<file path="src/rtl/button_debouncer_if.sv">
// Button signal bundle between the raw pad side and the debouncer.
// master drives the raw button; slave (the debouncer) returns the clean level and press strobe.
interface button_debouncer_if;
  logic btn_in;
  logic btn_level;
  logic btn_pulse;

  modport master (
    output btn_in,
    input  btn_level,
    input  btn_pulse
  );

  modport slave (
    input  btn_in,
    output btn_level,
    output btn_pulse
  );
endinterface

</file>
<file path="src/rtl/button_debouncer.sv">
// Pushbutton conditioner: 2-flop synchroniser, stable-level debounce FSM, registered level and press strobe.
// Optional macro AUTO_REPEAT_EN adds hold-to-repeat strobes (REPEAT_DELAY / REPEAT_PERIOD).
module button_debouncer #(
  parameter int unsigned STABLE_CYCLES = 16,
  parameter int unsigned REPEAT_DELAY  = 32,
  parameter int unsigned REPEAT_PERIOD = 8
) (
  input  logic              clk,
  input  logic              rst,
  button_debouncer_if.slave bus
);

  localparam int unsigned     CW       = $clog2(STABLE_CYCLES);
  localparam logic [CW-1:0]   CNT_LAST = CW'(STABLE_CYCLES - 1);

  // Repeat intervals below 2 would let two strobes land in adjacent cycles.
  if (STABLE_CYCLES < 2) begin : g_bad_stable
    $error("button_debouncer: STABLE_CYCLES must be >= 2");
  end
  if (REPEAT_DELAY < 2 || REPEAT_PERIOD < 2) begin : g_bad_repeat
    $error("button_debouncer: REPEAT_DELAY and REPEAT_PERIOD must be >= 2");
  end

  typedef enum logic [1:0] {
    IDLE,
    PRESS_WAIT,
    PRESSED,
    RELEASE_WAIT
  } state_t;

  state_t          state_q, state_d;
  logic [CW-1:0]   cnt_q, cnt_d;
  logic            sync1_q, sync2_q;
  logic            level_q, level_d;
  logic            pulse_q, pulse_d;

`ifdef AUTO_REPEAT_EN
  localparam int unsigned   RMAX        = (REPEAT_DELAY > REPEAT_PERIOD) ? REPEAT_DELAY : REPEAT_PERIOD;
  localparam int unsigned   HW          = $clog2(RMAX);
  localparam logic [HW-1:0] DELAY_LAST  = HW'(REPEAT_DELAY - 1);
  localparam logic [HW-1:0] PERIOD_LAST = HW'(REPEAT_PERIOD - 1);

  logic [HW-1:0] hold_q, hold_d;
  logic          rep_q, rep_d;
`endif

  always_comb begin
    state_d = state_q;
    cnt_d   = cnt_q;
    pulse_d = 1'b0;
`ifdef AUTO_REPEAT_EN
    hold_d  = hold_q;
    rep_d   = rep_q;
`endif
    case (state_q)
      IDLE: begin
        if (sync2_q) begin
          state_d = PRESS_WAIT;
          cnt_d   = '0;
        end
      end
      PRESS_WAIT: begin
        if (!sync2_q) begin
          state_d = IDLE;
          cnt_d   = '0;
        end else if (cnt_q == CNT_LAST) begin
          state_d = PRESSED;
          cnt_d   = '0;
          pulse_d = 1'b1;
        end else begin
          cnt_d = cnt_q + CW'(1);
        end
      end
      PRESSED: begin
        if (!sync2_q) begin
          state_d = RELEASE_WAIT;
          cnt_d   = '0;
        end
`ifdef AUTO_REPEAT_EN
        // One counter serves both intervals; rep_q selects first-delay vs. period.
        else if (hold_q == (rep_q ? PERIOD_LAST : DELAY_LAST)) begin
          pulse_d = 1'b1;
          hold_d  = '0;
          rep_d   = 1'b1;
        end else begin
          hold_d = hold_q + HW'(1);
        end
`endif
      end
      RELEASE_WAIT: begin
        if (sync2_q) begin
          state_d = PRESSED;
          cnt_d   = '0;
        end else if (cnt_q == CNT_LAST) begin
          state_d = IDLE;
          cnt_d   = '0;
        end else begin
          cnt_d = cnt_q + CW'(1);
        end
      end
      default: begin
        state_d = IDLE;
        cnt_d   = '0;
      end
    endcase
`ifdef AUTO_REPEAT_EN
    if (state_d == PRESSED && state_q != PRESSED) begin
      hold_d = '0;
      rep_d  = 1'b0;
    end
`endif
    level_d = (state_d == PRESSED) || (state_d == RELEASE_WAIT);
  end

  always_ff @(posedge clk or negedge rst) begin
    if (!rst) begin
      sync1_q <= 1'b0;
      sync2_q <= 1'b0;
      state_q <= IDLE;
      cnt_q   <= '0;
      level_q <= 1'b0;
      pulse_q <= 1'b0;
`ifdef AUTO_REPEAT_EN
      hold_q  <= '0;
      rep_q   <= 1'b0;
`endif
    end else begin
      sync1_q <= bus.btn_in;
      sync2_q <= sync1_q;
      state_q <= state_d;
      cnt_q   <= cnt_d;
      level_q <= level_d;
      pulse_q <= pulse_d;
`ifdef AUTO_REPEAT_EN
      hold_q  <= hold_d;
      rep_q   <= rep_d;
`endif
    end
  end

  assign bus.btn_level = level_q;
  assign bus.btn_pulse = pulse_q;

endmodule

</file>
<file path="src/flat_wrapper.sv">
// flat-port wrapper written by rule: the top's interface ports become plain ports
module button_debouncer_flat 
#(
  parameter int unsigned STABLE_CYCLES = 16,
  parameter int unsigned REPEAT_DELAY  = 32,
  parameter int unsigned REPEAT_PERIOD = 8
)
  (clk, rst, bus_btn_in, bus_btn_level, bus_btn_pulse);
  button_debouncer_if bus_i ();
  input  logic clk;
  input  logic rst;
  input wire logic [$bits(bus_i.btn_in)-1:0] bus_btn_in;
  output wire logic [$bits(bus_i.btn_level)-1:0] bus_btn_level;
  output wire logic [$bits(bus_i.btn_pulse)-1:0] bus_btn_pulse;
  assign bus_i.btn_in = bus_btn_in;
  assign bus_btn_level = bus_i.btn_level;
  assign bus_btn_pulse = bus_i.btn_pulse;
  button_debouncer #(.STABLE_CYCLES(STABLE_CYCLES), .REPEAT_DELAY(REPEAT_DELAY), .REPEAT_PERIOD(REPEAT_PERIOD)) u_core (.clk(clk), .rst(rst), .bus(bus_i));
endmodule
</file>
<file path="config.mk">
export PLATFORM = sky130hd
export DESIGN_NAME = button_debouncer_flat
export DESIGN_NICKNAME = d
export VERILOG_FILES = /design/src/rtl/button_debouncer_if.sv /design/src/rtl/button_debouncer.sv /design/src/flat_wrapper.sv
export SDC_FILE = /design/constraint.sdc
export NUM_CORES = 1
export LEC_CHECK = 0
export BUFFER_PORTS_ARGS = -buffer_cell sky130_fd_sc_hd__clkbuf_2
export CAP_MARGIN = 30
export CORE_AREA = 2 2 39 41
export DETAILED_ROUTE_END_ITERATION = 8
export DIE_AREA = 0 0 41 43
export PLACE_DENSITY = 0.54
export REMOVE_ABC_BUFFERS = 1
export SYNTH_ARGS = -nofsm -noshare
export SYNTH_HDL_FRONTEND = slang
export SYNTH_SLANG_ARGS = --single-unit
</file>
<file path="constraint.sdc">
create_clock -name clk -period 2.05 [get_ports clk]
set_clock_uncertainty 0.2 [all_clocks]
set_input_delay 0.205 -clock clk [delete_from_list [all_inputs] [get_ports clk]]
set_output_delay 0.205 -clock clk [all_outputs]
set_load 0.02 [all_outputs]
</file>
* Yosys cells after proc, flatten, opt, wreduce, memory -nomap -nowiden *
Index checks and enable logic that the tools add are counted.
W data, S select, Z words.

operators by class
  $add $sub $neg = 1
  reductions and logical operators = 3
  eq/ne operators = 8
  muxes and demuxes = 16

operators with widths
  kind                   count
  $mux W4                5
  $pmux W4 S4            1
  $mux W2                6
  $eq A2 B2 Y1 const B   4
  $pmux W2 S4            1
  $add A4 B1 Y4 const B  1
  $eq A4 B4 Y1 const B   1
  $mux W1                3
  $eq A2 B1 Y1 const B   1
  $logic_not A2 Y1       1
  $ne A2 B1 Y1 const B   1
  $ne A2 B2 Y1 const B   1
  $reduce_and A2 Y1      1
  $logic_or A1 B1 Y1     1

storage, ports and cells
  bits in registers = 10
  logic and storage cells = 34
  input port bits = 3

* Logic depth before layout (Yosys ltp) *
Gate-level depths: netlist (run 1).

  depth in word-level cells = 6
  depth in mapped cells = 4

* Worst setup path after synthesis (run 1) *
OpenSTA, ideal clock, no wires.

  kind = register to register
  start = register u_core.cnt_q[0]
  end = register u_core.level_q, in the netlist u_core.bus.btn_level
  setup time = 0.128 ns
  period minus slack after synthesis = 1.534 ns
  stages on the path, launching flop included = 5
  slack = 0.516 ns
  data required time = 1.722 ns
  arrival time = 1.206 ns
  buffers on the path = 0
  path through = dfrtp_1 ha_1 and3_1 nand2_1 mux2_1

on the way
  longest elaborated chain between the ends = 6

ends and longest elaborated chain
  what                               line                                            source
  from (decl)                        button_debouncer.sv:32                          logic [CW-1:0] cnt_q, cnt_d;
  from (signal assigned)             button_debouncer.sv:131                         cnt_q <= cnt_d;
  $eq A4 B4 Y1 *                     button_debouncer.sv:66, button_debouncer.sv:94
  $mux W2, on equally long branches  button_debouncer.sv:94, button_debouncer.sv:66
  $mux W2, on equally long branches  button_debouncer.sv:91, button_debouncer.sv:63
  $pmux W2 S4 *                      button_debouncer.sv:55                          case (state_q)
  $eq A2 B2 Y1                       button_debouncer.sv:112                         level_d = (state_d == PRESSED) || (state_d == RELEASE_WAIT);
  $logic_or A1 B1 Y1 *               button_debouncer.sv:112
  named net u_core.level_d           button_debouncer.sv:34                          logic level_q, level_d;
  to (signal assigned)               button_debouncer.sv:132                         level_q <= level_d;
  to (decl)                          button_debouncer.sv:34

The timed path passes the listed nets; every way through them passes the cells marked *.
A chain may end at the register's enable or synchronous reset.

* Final worst setup path (run 1) *
Ends and elaborated chain as after synthesis.

==> flow_metrics.py, run 1 <==
metrics = {
    "timing": {
        "worst_pin_slew_ns": 0.3215,
        "max_freq_mhz": 596.8,
        "rsz0062_at_grt": "no",
        "min_period_over_period_pct": 81.74,
        "relSlewSlack_pct": 78.55,
        "hold_violations": 0,
        "setup_tns_ns": 0,
        "setup_viol": 0,
        "setup_slack_ns": 0.3743,
        "fin_crit_ns": 1.676,
        "hold_slack_ns": 0.1296,
        "maxSlewViolCount": 0,
    },
    "global_route": {
        "gr-total-overflow": 0,
        "use_met3_pct": 4.712,
        "grtUsageTotal_pct": 12.99,
        "grt_max_degree": 11,
        "globalRouteMet2Util_pct": 19.69,
        "use_met1_pct": 13.65,
        "grt_pass1_wl_mm": 1.421,
        "antenna_found_initial": 0,
        "busiest_layer": "met2",
        "grt_pass1_vias": 339,
    },
    "outcome": {
        "status": "finished, final reports clean",
    },
    "floorplan": {
        "core.rowCount": 14,
        "core_area_um2": 1384,
        "ios": 5,
        "start_util_pct": 31.46,
        "die_w_um": 41,
        "fp.dieArea_um2": 1763,
        "die_h_um": 43,
    },
    "cells_and_area": {
        "num-nets-final": 49,
        "postLayoutCellArea_um2": 531.8,
        "n_antenna_cell": 0,
        "syn_to_final_growth_pct": 22.13,
        "drive_above_1_share_pct": 25.00,
        "fill_cells": 134,
        "layoutNonFillerInstCount": 60,
    },
    "cts": {
        "cts_tree": "done",
        "clockBufferDepth": 2,
        "cts.sinks": 10,
        "cts.clk_slew.worst_paths_ns": 0.07,
        "root_buffer": "clkbuf_4",
        "worstSkewPairLatency_ns": 0.27,
        "numCtsBuffers": 3,
        "h-tree-depth": 1,
    },
    "place": {
        "port-buffer-count": 4,
        "gp_congestion": 0.6364,
        "place_ws_ns": 0.3824,
        "dp.cells": 54,
        "placed_area_um2": 475.5,
    },
    "pwr": {
        "ir_drop_mv": 0.2933,
        "cellLeakagePower_nw": 0.2655,
        "cellPowerDensity_nw_per_um2": 771.4,
    },
    "drt": {
        "postRouteAntennaNets": 0,
        "post_drt_wl_per_cell_um": 13.53,
        "routed_wl_um": 812,
        "drc_errors": 0,
        "avgViaCountPerCell": 4.917,
        "drt_first_pass_iters": 2,
        "drtIter0Drc": 3,
        "via_count": 295,
    },
    "setup_path": {
        "worstSetupPathType": "reg -> reg",
        "worstPathArrival_ns": 1.62,
        "path_max_fanout": 5,
        "cp-end-kind": "flip-flop",
        "critical_path_required_ns": 2.00,
        "start_kind": "flip-flop",
    },
    "synthesis": {
        "netlist.area_leader.share_pct": 57.47,
        "mappedNetlistArea_um2": 435.4,
        "ys_ff_latch": 10,
        "synthesis.instances": 34,
        "yosys.area.top_type": "dfrtp_1",
        "ys_seq_area_share_pct": 57.47,
        "syn_avg_cell_area_um2": 12.81,
        "synth.area.top_cells": "dfrtp_1 (57%), mux2_1 (5.2%), and4b_1 (4.6%)",
        "yosysWarnings": 0,
        "synth.distinct_cells": 20,
    },
    "hold_path": {
        "hold_class": "in -> async",
    },
    "job": {
        "drv_cap": 0,
    },
}
-- power by group --
group | switching [mW] | total (mW) | internal (mW)
combinational | 0.0108 | 0.0213 | 0.0106
sequential | 0.00781 | 0.211 | 0.204
clock | 0.0696 | 0.177 | 0.108
-- path summary, 6_finish.rpt --
kind	startpoint	to	slack [ns]	cells after the start
setup / recovery	u_core.cnt_q[0]$_DFFE_PN0P_	u_core.bus.btn_level$_DFF_PN0_	0.37	4
hold reg to reg	u_core.sync1_q$_DFF_PN0_	u_core.sync2_q$_DFF_PN0_	0.16	0
min in group clk	u_core.sync1_q$_DFF_PN0_	u_core.sync2_q$_DFF_PN0_	0.16	0
setup reg to reg	u_core.cnt_q[0]$_DFFE_PN0P_	u_core.bus.btn_level$_DFF_PN0_	0.37	4
max in group asynchronous	rst	u_core.cnt_q[0]$_DFFE_PN0P_	1.32	2
hold / removal	rst	u_core.state_q[1]$_DFF_PN0_	0.13	2
-- registers in the layout, summed over array words and instances, names as in the netlist --
signal and cells:
u_core.state_q 2, u_core.bus.btn_level 1, u_core.sync1_q 1, u_core.bus.btn_pulse 1, u_core.cnt_q 4, u_core.sync2_q 1
-- cell usage in the layout, fill, tap and decap left out --
| master | count |
|---|---|
| nand2b_1 | 1 |
| nand2_1 | 3 |
| clkbuf_2 | 4 |
| a311oi_1 | 1 |
| or2_2 | 1 |
| nor2b_1 | 1 |
| clkbuf_8 | 1 |
| nand3_1 | 1 |
| o21ai_1 | 1 |
| o2bb2ai_1 | 2 |
| and2_1 | 1 |
| xor2_2 | 1 |
| mux2_1 | 2 |
| and3_1 | 1 |
| clkbuf_4 | 3 |
| nor3b_1 | 1 |
| and4_1 | 1 |
| dfrtp_1 | 10 |
| and4b_1 | 2 |
| ha_1 | 1 |
| dlygate4sd3_1 | 2 |
| inv_1 | 1 |
| nor2_2 | 1 |
| a211o_1 | 1 |
-- worst max-delay path, cell delays in order (launching register included) --
cell and delay (ns):
dfrtp_1 0.43, ha_1 0.25, and3_1 0.20, nand2_1 0.14
mux2_1 0.34
-- synthesized netlist by cell type --
| library cell | number |
|---|---|
| a211o_1 | 1 |
| a311oi_1 | 1 |
| and2_1 | 1 |
| and3_1 | 1 |
| and4_1 | 1 |
| and4b_1 | 2 |
| dfrtp_1 | 10 |
| ha_1 | 1 |
| inv_1 | 1 |
| mux2_1 | 2 |
| nand2_1 | 3 |
| nand2b_1 | 1 |
| nand3_1 | 1 |
| nor2_2 | 1 |
| nor2b_1 | 1 |
| nor3b_1 | 1 |
| o21ai_1 | 1 |
| o2bb2ai_1 | 2 |
| or2_2 | 1 |
| xor2_2 | 1 |
-- metrics by stage --
step / power, mW / utilization, %
final: 0.4102 / 38.43
after global routing: 0.4288 / 38.43
after CTS: 0.4166 / 38.43
after detailed placement: 0.2342 / 34.36
after global placement: 0.2324 / 34.36
after floorplan: 0.2241 / -
-- kinds of logic after synthesis --
group	synth area share [%]
flip-flops	57.47
multiplexers	5.172
adder cells (fa/ha/maj)	2.873
XOR/XNOR	3.737
AO/OA/AOI/OAI	9.196
buffers and inverters	0.8612
AND/OR/NAND/NOR	20.70
-- metal layers --
layer	share of wire, %	vias up
met3	2.7	0
met2	61	4
met5	0	-
met4	0	0
met1	36	150
li1	-	141
-- final cells by class --
class / instances / area [µm²] / area share [%]
multi-input cells: 23 / 181.4 / 34.12
well taps: 16 / 20.02 / 3.765
inverters: 1 / 3.754 / 0.7059
repair buffers: 6 / 40.04 / 7.529
flip-flops and latches: 10 / 250.2 / 47.06
clock buffers: 4 / 36.28 / 6.824
-- repair_timing --
| action | CTS | global route |
|---|---|---|
| gates resized for setup | 0 | 0 |
| hold buffers | 2 | 0 |
| buffers inserted | 0 | 0 |
| endpoints found under the hold margin | 11 | 0 |
Note: power is estimated with default switching activity, not from simulation.
==> run 2: changes to the inputs <==
PLACE_DENSITY = 0.55   (was 0.54)
clock period = 1.44 ns   (was 2.05 ns; I/O delays follow)
==> run 2 against run 1 <==
Against the previous run:
- the run now ends with negative setup slack left
- global-route usage up 1.0 points
- sequential power up 42%
- non-clock buffer count up 7
- critical path depth unchanged
- highest routed layer is now met4
- core utilization up 5.3 points
- register-to-register slack worse by 0.41 ns
- count of clock-buffer cells in the layout down 1
- combinational power rose to 2.6 times the previous value
- worst setup slack worse by 0.41 ns
==> flow_metrics.py, run 2 (synthesis results as in run 1) <==
metrics = {
    "outcome": {
        "status": "finished with violations",
        "violations": "negative setup slack",
    },
    "cells_and_area": {
        "top_regs": "u_core.cnt_q (4), u_core.state_q (2)",
        "largest_register": "u_core.cnt_q",
        "n_antenna_cell": 0,
        "largest_reg_flops": 4,
        "layout_common_cells": "dfrtp_1 (10), buf_4 (7), clkbuf_2 (4)",
        "drive_above_1_share_pct": 48.00,
        "layoutNonFillerInstCount": 66,
        "num-nets-final": 56,
        "syn_to_final_growth_pct": 39.08,
        "layout_commonest_cell": "dfrtp_1",
    },
    "timing": {
        "maxSlewViolCount": 0,
        "rsz0062_at_grt": "yes",
        "max_freq_mhz": 676.1,
        "fin_crit_ns": 1.479,
        "relSlewSlack_pct": 82.43,
        "worst_pin_slew_ns": 0.2636,
        "min_period_over_period_pct": 102.7,
        "hold_violations": 0,
        "setup_tns_ns": -0.07511,
        "hold_slack_ns": 0.08336,
        "setup_viol": 3,
        "setup_slack_ns": -0.03912,
    },
    "pwr": {
        "netSwitchingPower_mw": 0.1204,
        "cellLeakagePower_nw": 0.3085,
        "seqPwrFrac_pct": 55.9,
        "sw_frac_of_total_pct": 22.46,
        "p_comb_share_pct": 10.2,
        "clkPwrFrac_pct": 33.9,
        "cellPowerDensity_nw_per_um2": 884.9,
        "intPower_mw": 0.4155,
        "ir_drop_mv": 0.4657,
    },
    "place": {
        "dpl.hpwl_um": 706.6,
        "place_ws_ns": -0.1713,
        "dp.cells": 59,
        "gp_congestion": 0.6536,
        "port-buffer-count": 4,
    },
    "drt": {
        "avgViaCountPerCell": 4.879,
        "drt_first_pass_iters": 2,
        "via_count": 322,
        "routed_wl_um": 968,
        "drc_errors": 0,
        "post_drt_wl_per_cell_um": 14.67,
        "drtIter0Drc": 2,
        "postRouteAntennaNets": 0,
    },
    "setup_path": {
        "worstPathArrival_ns": 1.42,
        "path_max_fanout": 4,
        "cp-end-kind": "flip-flop",
        "worstSetupPathType": "reg -> reg",
        "critical_path_required_ns": 1.38,
        "start_kind": "flip-flop",
    },
    "global_route": {
        "grt_pass1_vias": 367,
        "grt_pass1_wl_mm": 1.580,
        "grt_max_degree": 11,
        "antenna_found_initial": 0,
        "gr-total-overflow": 0,
        "grtUsageTotal_pct": 14.01,
    },
    "job": {
        "drv_cap": 0,
    },
    "cts": {
        "cts.clk_slew.worst_paths_ns": 0.06,
        "cts_tree": "done",
        "root_buffer": "clkbuf_4",
        "h-tree-depth": 1,
        "worstSkewPairLatency_ns": 0.26,
        "clockBufferDepth": 2,
        "cts.sinks": 10,
        "numCtsBuffers": 3,
    },
    "floorplan": {
        "ios": 5,
        "die_w_um": 41,
        "fp.dieArea_um2": 1763,
        "start_util_pct": 31.46,
        "core.rowCount": 14,
        "core_area_um2": 1384,
        "die_h_um": 43,
    },
    "hold_path": {
        "hold_class": "in -> async",
    },
}
-- run 2: layer usage --
layer | vias to the layer above | GRT usage (%) | routed length [µm] | share of wire, %
li1 | 156 | - | - | -
met1 | 155 | 15.02 | 364 | 38
met2 | 8 | 23.44 | 552 | 57
met3 | 3 | 4.712 | 30 | 3.1
met4 | 0 | 6.000 | 20 | 2.1
met5 | - | 0 | 0 | 0
-- run 2: worst max-delay path, cell delays in order (launching register included) --
cell     delay [ns]
dfrtp_1        0.38
ha_2           0.20
and3_4         0.19
nand2_4        0.09
mux2_4         0.30
-- run 2: worst paths after layout --
kind,slack [ns],to,cells after the start,from
max,-0.04,u_core.state_q[1]$_DFF_PN0_,4,u_core.cnt_q[1]$_DFFE_PN0P_
min,0.08,u_core.cnt_q[0]$_DFFE_PN0P_,2,rst
max reg2reg,-0.04,u_core.state_q[1]$_DFF_PN0_,4,u_core.cnt_q[1]$_DFFE_PN0P_
min reg2reg,0.17,u_core.sync2_q$_DFF_PN0_,0,u_core.sync1_q$_DFF_PN0_
max in group asynchronous,0.76,u_core.cnt_q[3]$_DFFE_PN0P_,2,rst
min in group clk,0.17,u_core.sync2_q$_DFF_PN0_,0,u_core.sync1_q$_DFF_PN0_
-- run 2: power by group through the flow --
stage          Sequential, mW  Combinational [mW]  Clock, mW
2_1_floorplan           0.303              0.0161          0
3_3_place_gp            0.302              0.0393          0
3_5_place_dp            0.304              0.0427          0
4_1_cts                 0.299              0.0520      0.190
5_1_grt                 0.300              0.0604      0.213
6_report                0.299              0.0548      0.182
-- run 2: cell type report --
type / count / area, µm²
Fill cell: 137 / 778.2
Sequential cell: 10 / 250.2
Multi-Input combinational cell: 23 / 216.5
Timing Repair Buffer: 13 / 92.59
Clock buffer: 3 / 22.52
Tap cell: 16 / 20.02
Inverter: 1 / 3.754
-- run 2: per-stage QoR --
| stage | instance area, µm² | total power, mW | util (%) |
|---|---|---|---|
| after detailed placement | 513.0 | 0.3468 | 37.07 |
| after CTS | 593.1 | 0.5410 | 42.86 |
| after floorplan | 435.4 | 0.3190 | - |
| final | 605.6 | 0.5359 | 43.76 |
| after global routing | 605.6 | 0.5735 | 43.76 |
| after global placement | 513.0 | 0.3415 | 37.07 |
-- run 2: repair_timing --
item	4_1_cts	5_1_grt
pin swaps	2	1
endpoints found under the setup margin	3	5
resized for setup	6	2
hold endpoints to repair	11	0
buffers inserted	2	0
hold buffers	2	0
==> run 3: changes to the inputs <==
ABC_AREA = 1   (was default)
==> run 3 against run 2 <==
Against the previous run:
- the flow now finishes without violations
- cell count up 4.5%
- worst setup slack better by 0.20 ns
- final area decreased by 13%
- non-clock buffer count shrank 6
- clock power increased by 37%
- synthesized cell count rose by 24%
- register-to-register slack improved by 0.20 ns
- critical path depth stayed put
- first-iteration DRC count grew to 3.5 times the previous value
- sequential share of layout area is 6.0 points higher
==> flow_metrics.py, run 3 <==
metrics = {
    "setup_path": {
        "path_buf_inv": 0,
        "start_kind": "flip-flop",
        "crit_top_cell": "nand3_1",
        "r2r.worst_path.cells": 4,
        "critical_path_required_ns": 1.43,
        "crit_chain": "ha_1, nand3_1, nand3_1, o21ai_2",
        "rr_endpoint": "u_core.cnt_q[0]$_DFFE_PN0P_",
        "cp-end-kind": "flip-flop",
        "path_max_fanout": 4,
        "cp_slowest_stage_delay_ns": 0.41,
        "r2r_start": "u_core.cnt_q[1]$_DFFE_PN0P_",
        "crit_family": "flip-flops",
        "worstSetupPathType": "reg -> reg",
        "reg2reg_slack_ns": 0.16,
        "worstPathArrival_ns": 1.27,
        "critPathSlowestCell": "dfrtp_1",
    },
    "floorplan": {
        "core_area_um2": 1384,
        "die_h_um": 43,
        "fp.dieArea_um2": 1763,
        "core.rowCount": 14,
        "start_util_pct": 30.74,
        "ios": 5,
        "die_w_um": 41,
    },
    "job": {
        "drv_cap": 0,
    },
    "cts": {
        "worstSkewPairLatency_ns": 0.26,
        "cts.sinks": 10,
        "h-tree-depth": 1,
        "clockBufferDepth": 2,
        "root_buffer": "clkbuf_4",
        "cts.clk_slew.worst_paths_ns": 0.07,
        "cts_tree": "done",
        "numCtsBuffers": 3,
        "post-cts-setup-buffer-count": 0,
        "cts_resized": 0,
    },
    "drt": {
        "via_count": 306,
        "drt_first_pass_iters": 4,
        "avgViaCountPerCell": 4.435,
        "post_drt_wl_per_cell_um": 9.246,
        "route.met3.wl_um": 27,
        "routed.top_layer": "met4",
        "drtIter0Drc": 7,
        "wl_met1_um": 288,
        "drc_errors": 0,
        "postRouteAntennaNets": 0,
        "wl_met2_um": 302,
        "routed_wl_um": 638,
    },
    "timing": {
        "maxSlewViolCount": 0,
        "setup_viol": 0,
        "hold_violations": 0,
        "setup_tns_ns": 0,
        "rsz0062_at_grt": "no",
        "worst_pin_slew_ns": 0.2466,
        "relSlewSlack_pct": 83.56,
        "max_freq_mhz": 782.7,
        "fin_crit_ns": 1.278,
        "min_period_over_period_pct": 88.73,
    },
    "synthesis": {
        "synth.area.top_cells": "dfrtp_1 (59%), nand2_1 (9.7%), o21ai_2 (6.2%)",
        "netlist.area_leader.share_pct": 58.82,
        "yosysWarnings": 0,
        "yosysMostFrequentCell": "nand2_1",
        "synth.distinct_cells": 13,
        "async_reset_ff_share_pct": 100.0,
        "ys_seq_area_share_pct": 58.82,
        "ys_ff_latch": 10,
        "yosys.area.top_type": "dfrtp_1",
        "synth_edf_count": 0,
        "synthesis.instances": 42,
        "mappedNetlistArea_um2": 425.4,
        "ys.flop_type": "dfrtp_1",
        "syn_avg_cell_area_um2": 10.13,
        "ys_top_cells_by_count": "nand2_1 (11), dfrtp_1 (10), inv_1 (4), nand3_1 (4), o21ai_2 (3)",
    },
    "place": {
        "port-buffer-count": 4,
        "gp_congestion": 0.6400,
        "dpl.hpwl_um": 492.1,
        "placed_area_um2": 473.0,
    },
    "cells_and_area": {
        "top_regs": "u_core.cnt_q (4), u_core.state_q (2)",
        "layout_common_cells": "nand2_1 (11), dfrtp_1 (10), inv_1 (4), nand3_1 (4), clkbuf_2 (4)",
        "largest_register": "u_core.cnt_q",
        "syn_to_final_growth_pct": 24.41,
        "largest_reg_flops": 4,
        "num-nets-final": 58,
        "n_antenna_cell": 0,
        "layout_commonest_cell": "nand2_1",
        "postLayoutCellArea_um2": 529.3,
        "drive_above_1_share_pct": 30.19,
    },
    "global_route": {
        "grt_pass1_wl_mm": 1.193,
        "antenna_found_initial": 0,
        "grtUsageTotal_pct": 10.82,
        "grt_max_degree": 11,
        "grt_pass1_vias": 313,
        "gr-total-overflow": 0,
    },
    "outcome": {
        "status": "finished, final reports clean",
    },
    "pwr": {
        "p_comb_share_pct": 6.4,
        "clkPwrFrac_pct": 42.7,
        "sw_frac_of_total_pct": 21.32,
        "intPower_mw": 0.4596,
        "cellLeakagePower_nw": 0.2632,
        "netSwitchingPower_mw": 0.1245,
        "ir_drop_mv": 0.3557,
        "seqPwrFrac_pct": 50.9,
        "cellPowerDensity_nw_per_um2": 1104,
    },
    "hold_path": {
        "hold_class": "in -> async",
    },
}
-- run 3: changes by cell type in the layout (fill, tap and decap cells not counted), moves of 2 or more --
| cell | change |
|---|---|
| nand2_1 | +9 |
| buf_4 | -6 |
| inv_1 | +3 |
| nand3_1 | +3 |
| o21ai_2 | +3 |
| and4b_1 | -2 |
| mux2_4 | -2 |
| nand2_2 | +2 |
| o21ai_0 | +2 |
-- run 3: per-stage QoR --
stage	util [%]	cells	hold slack [ns]	setup slack [ns]	total power, mW
3_3_place_gp	34.18	63	-0.1763	0.1880	0.3370
4_1_cts	38.25	69	0.07248	0.1507	0.5990
2_1_floorplan	-	42	-0.3516	0.2024	0.3212
5_1_grt	38.25	69	0.1010	0.05226	0.6242
6_report	38.25	69	0.07474	0.1623	0.5841
3_5_place_dp	34.18	63	-0.1776	0.1640	0.3370
-- run 3: power groups by stage --
stage                     clock network [mW]  registers, mW  logic (mW)
final                                  0.249          0.297      0.0374
after CTS                              0.263          0.297      0.0384
after global placement                     0          0.303      0.0341
after floorplan                            0          0.303      0.0179
after global routing                   0.282          0.299      0.0433
after detailed placement                   0          0.303      0.0341
-- run 3: logic make-up (layout without fill, tap and decap cells) --
logic type / count (synthesis) / count (layout) / share of synthesized area [%]
adders and majority gates: 1 / 1 / 2.941
AOI/OAI and AO/OA: 5 / 5 / 8.531
buffers and inverters: 4 / 15 / 3.528
DFF: 10 / 10 / 58.82
and+or+nand+nor: 21 / 21 / 24.12
xor gates and xnor gates: 1 / 1 / 2.059
-- run 3: worst max-delay path by stage --
stage	endpoint	cells after the start	start	slack, ns
final	u_core.cnt_q[0]$_DFFE_PN0P_	4	u_core.cnt_q[1]$_DFFE_PN0P_	0.16
after detailed placement	u_core.state_q[1]$_DFF_PN0_	4	u_core.cnt_q[1]$_DFFE_PN0P_	0.16
after global placement	u_core.cnt_q[0]$_DFFE_PN0P_	4	u_core.cnt_q[1]$_DFFE_PN0P_	0.19
after global routing	u_core.bus.btn_level$_DFF_PN0_	4	u_core.cnt_q[1]$_DFFE_PN0P_	0.05
after CTS	u_core.cnt_q[0]$_DFFE_PN0P_	4	u_core.cnt_q[1]$_DFFE_PN0P_	0.15
after floorplan	u_core.cnt_q[0]$_DFFE_PN0P_	4	u_core.cnt_q[0]$_DFFE_PN0P_	0.20
-- run 3: per-layer routing --
metal | vias to the layer above | global-route usage [%]
met2 | 6 | 13.44
met5 | - | 0
met4 | 0 | 12.00
li1 | 161 | -
met1 | 137 | 13.16
met3 | 2 | 3.141
-- run 3: repair_timing --
action / in CTS / in global routing
setup endpoints to repair: 0 / 0
hold buffers: 2 / 0
hold endpoints to repair: 11 / 0
-- run 3: worst register-to-register path, delay by kind of cell (launching register included) --
family	cells	cell delay, ns
simple gates	2	0.22
flops	1	0.41
fa+ha+maj	1	0.24
compound gates	1	0.14
-- run 3: final cells by class --
| type | instances | area [µm²] |
|---|---|---|
| tap | 16 | 20.02 |
| clock buffer | 4 | 36.28 |
| sequential | 10 | 250.2 |
| timing repair buffer | 7 | 47.55 |
| inverter | 4 | 15.01 |
| fill | 146 | 854.6 |
| multi-input combinational | 28 | 160.2 |
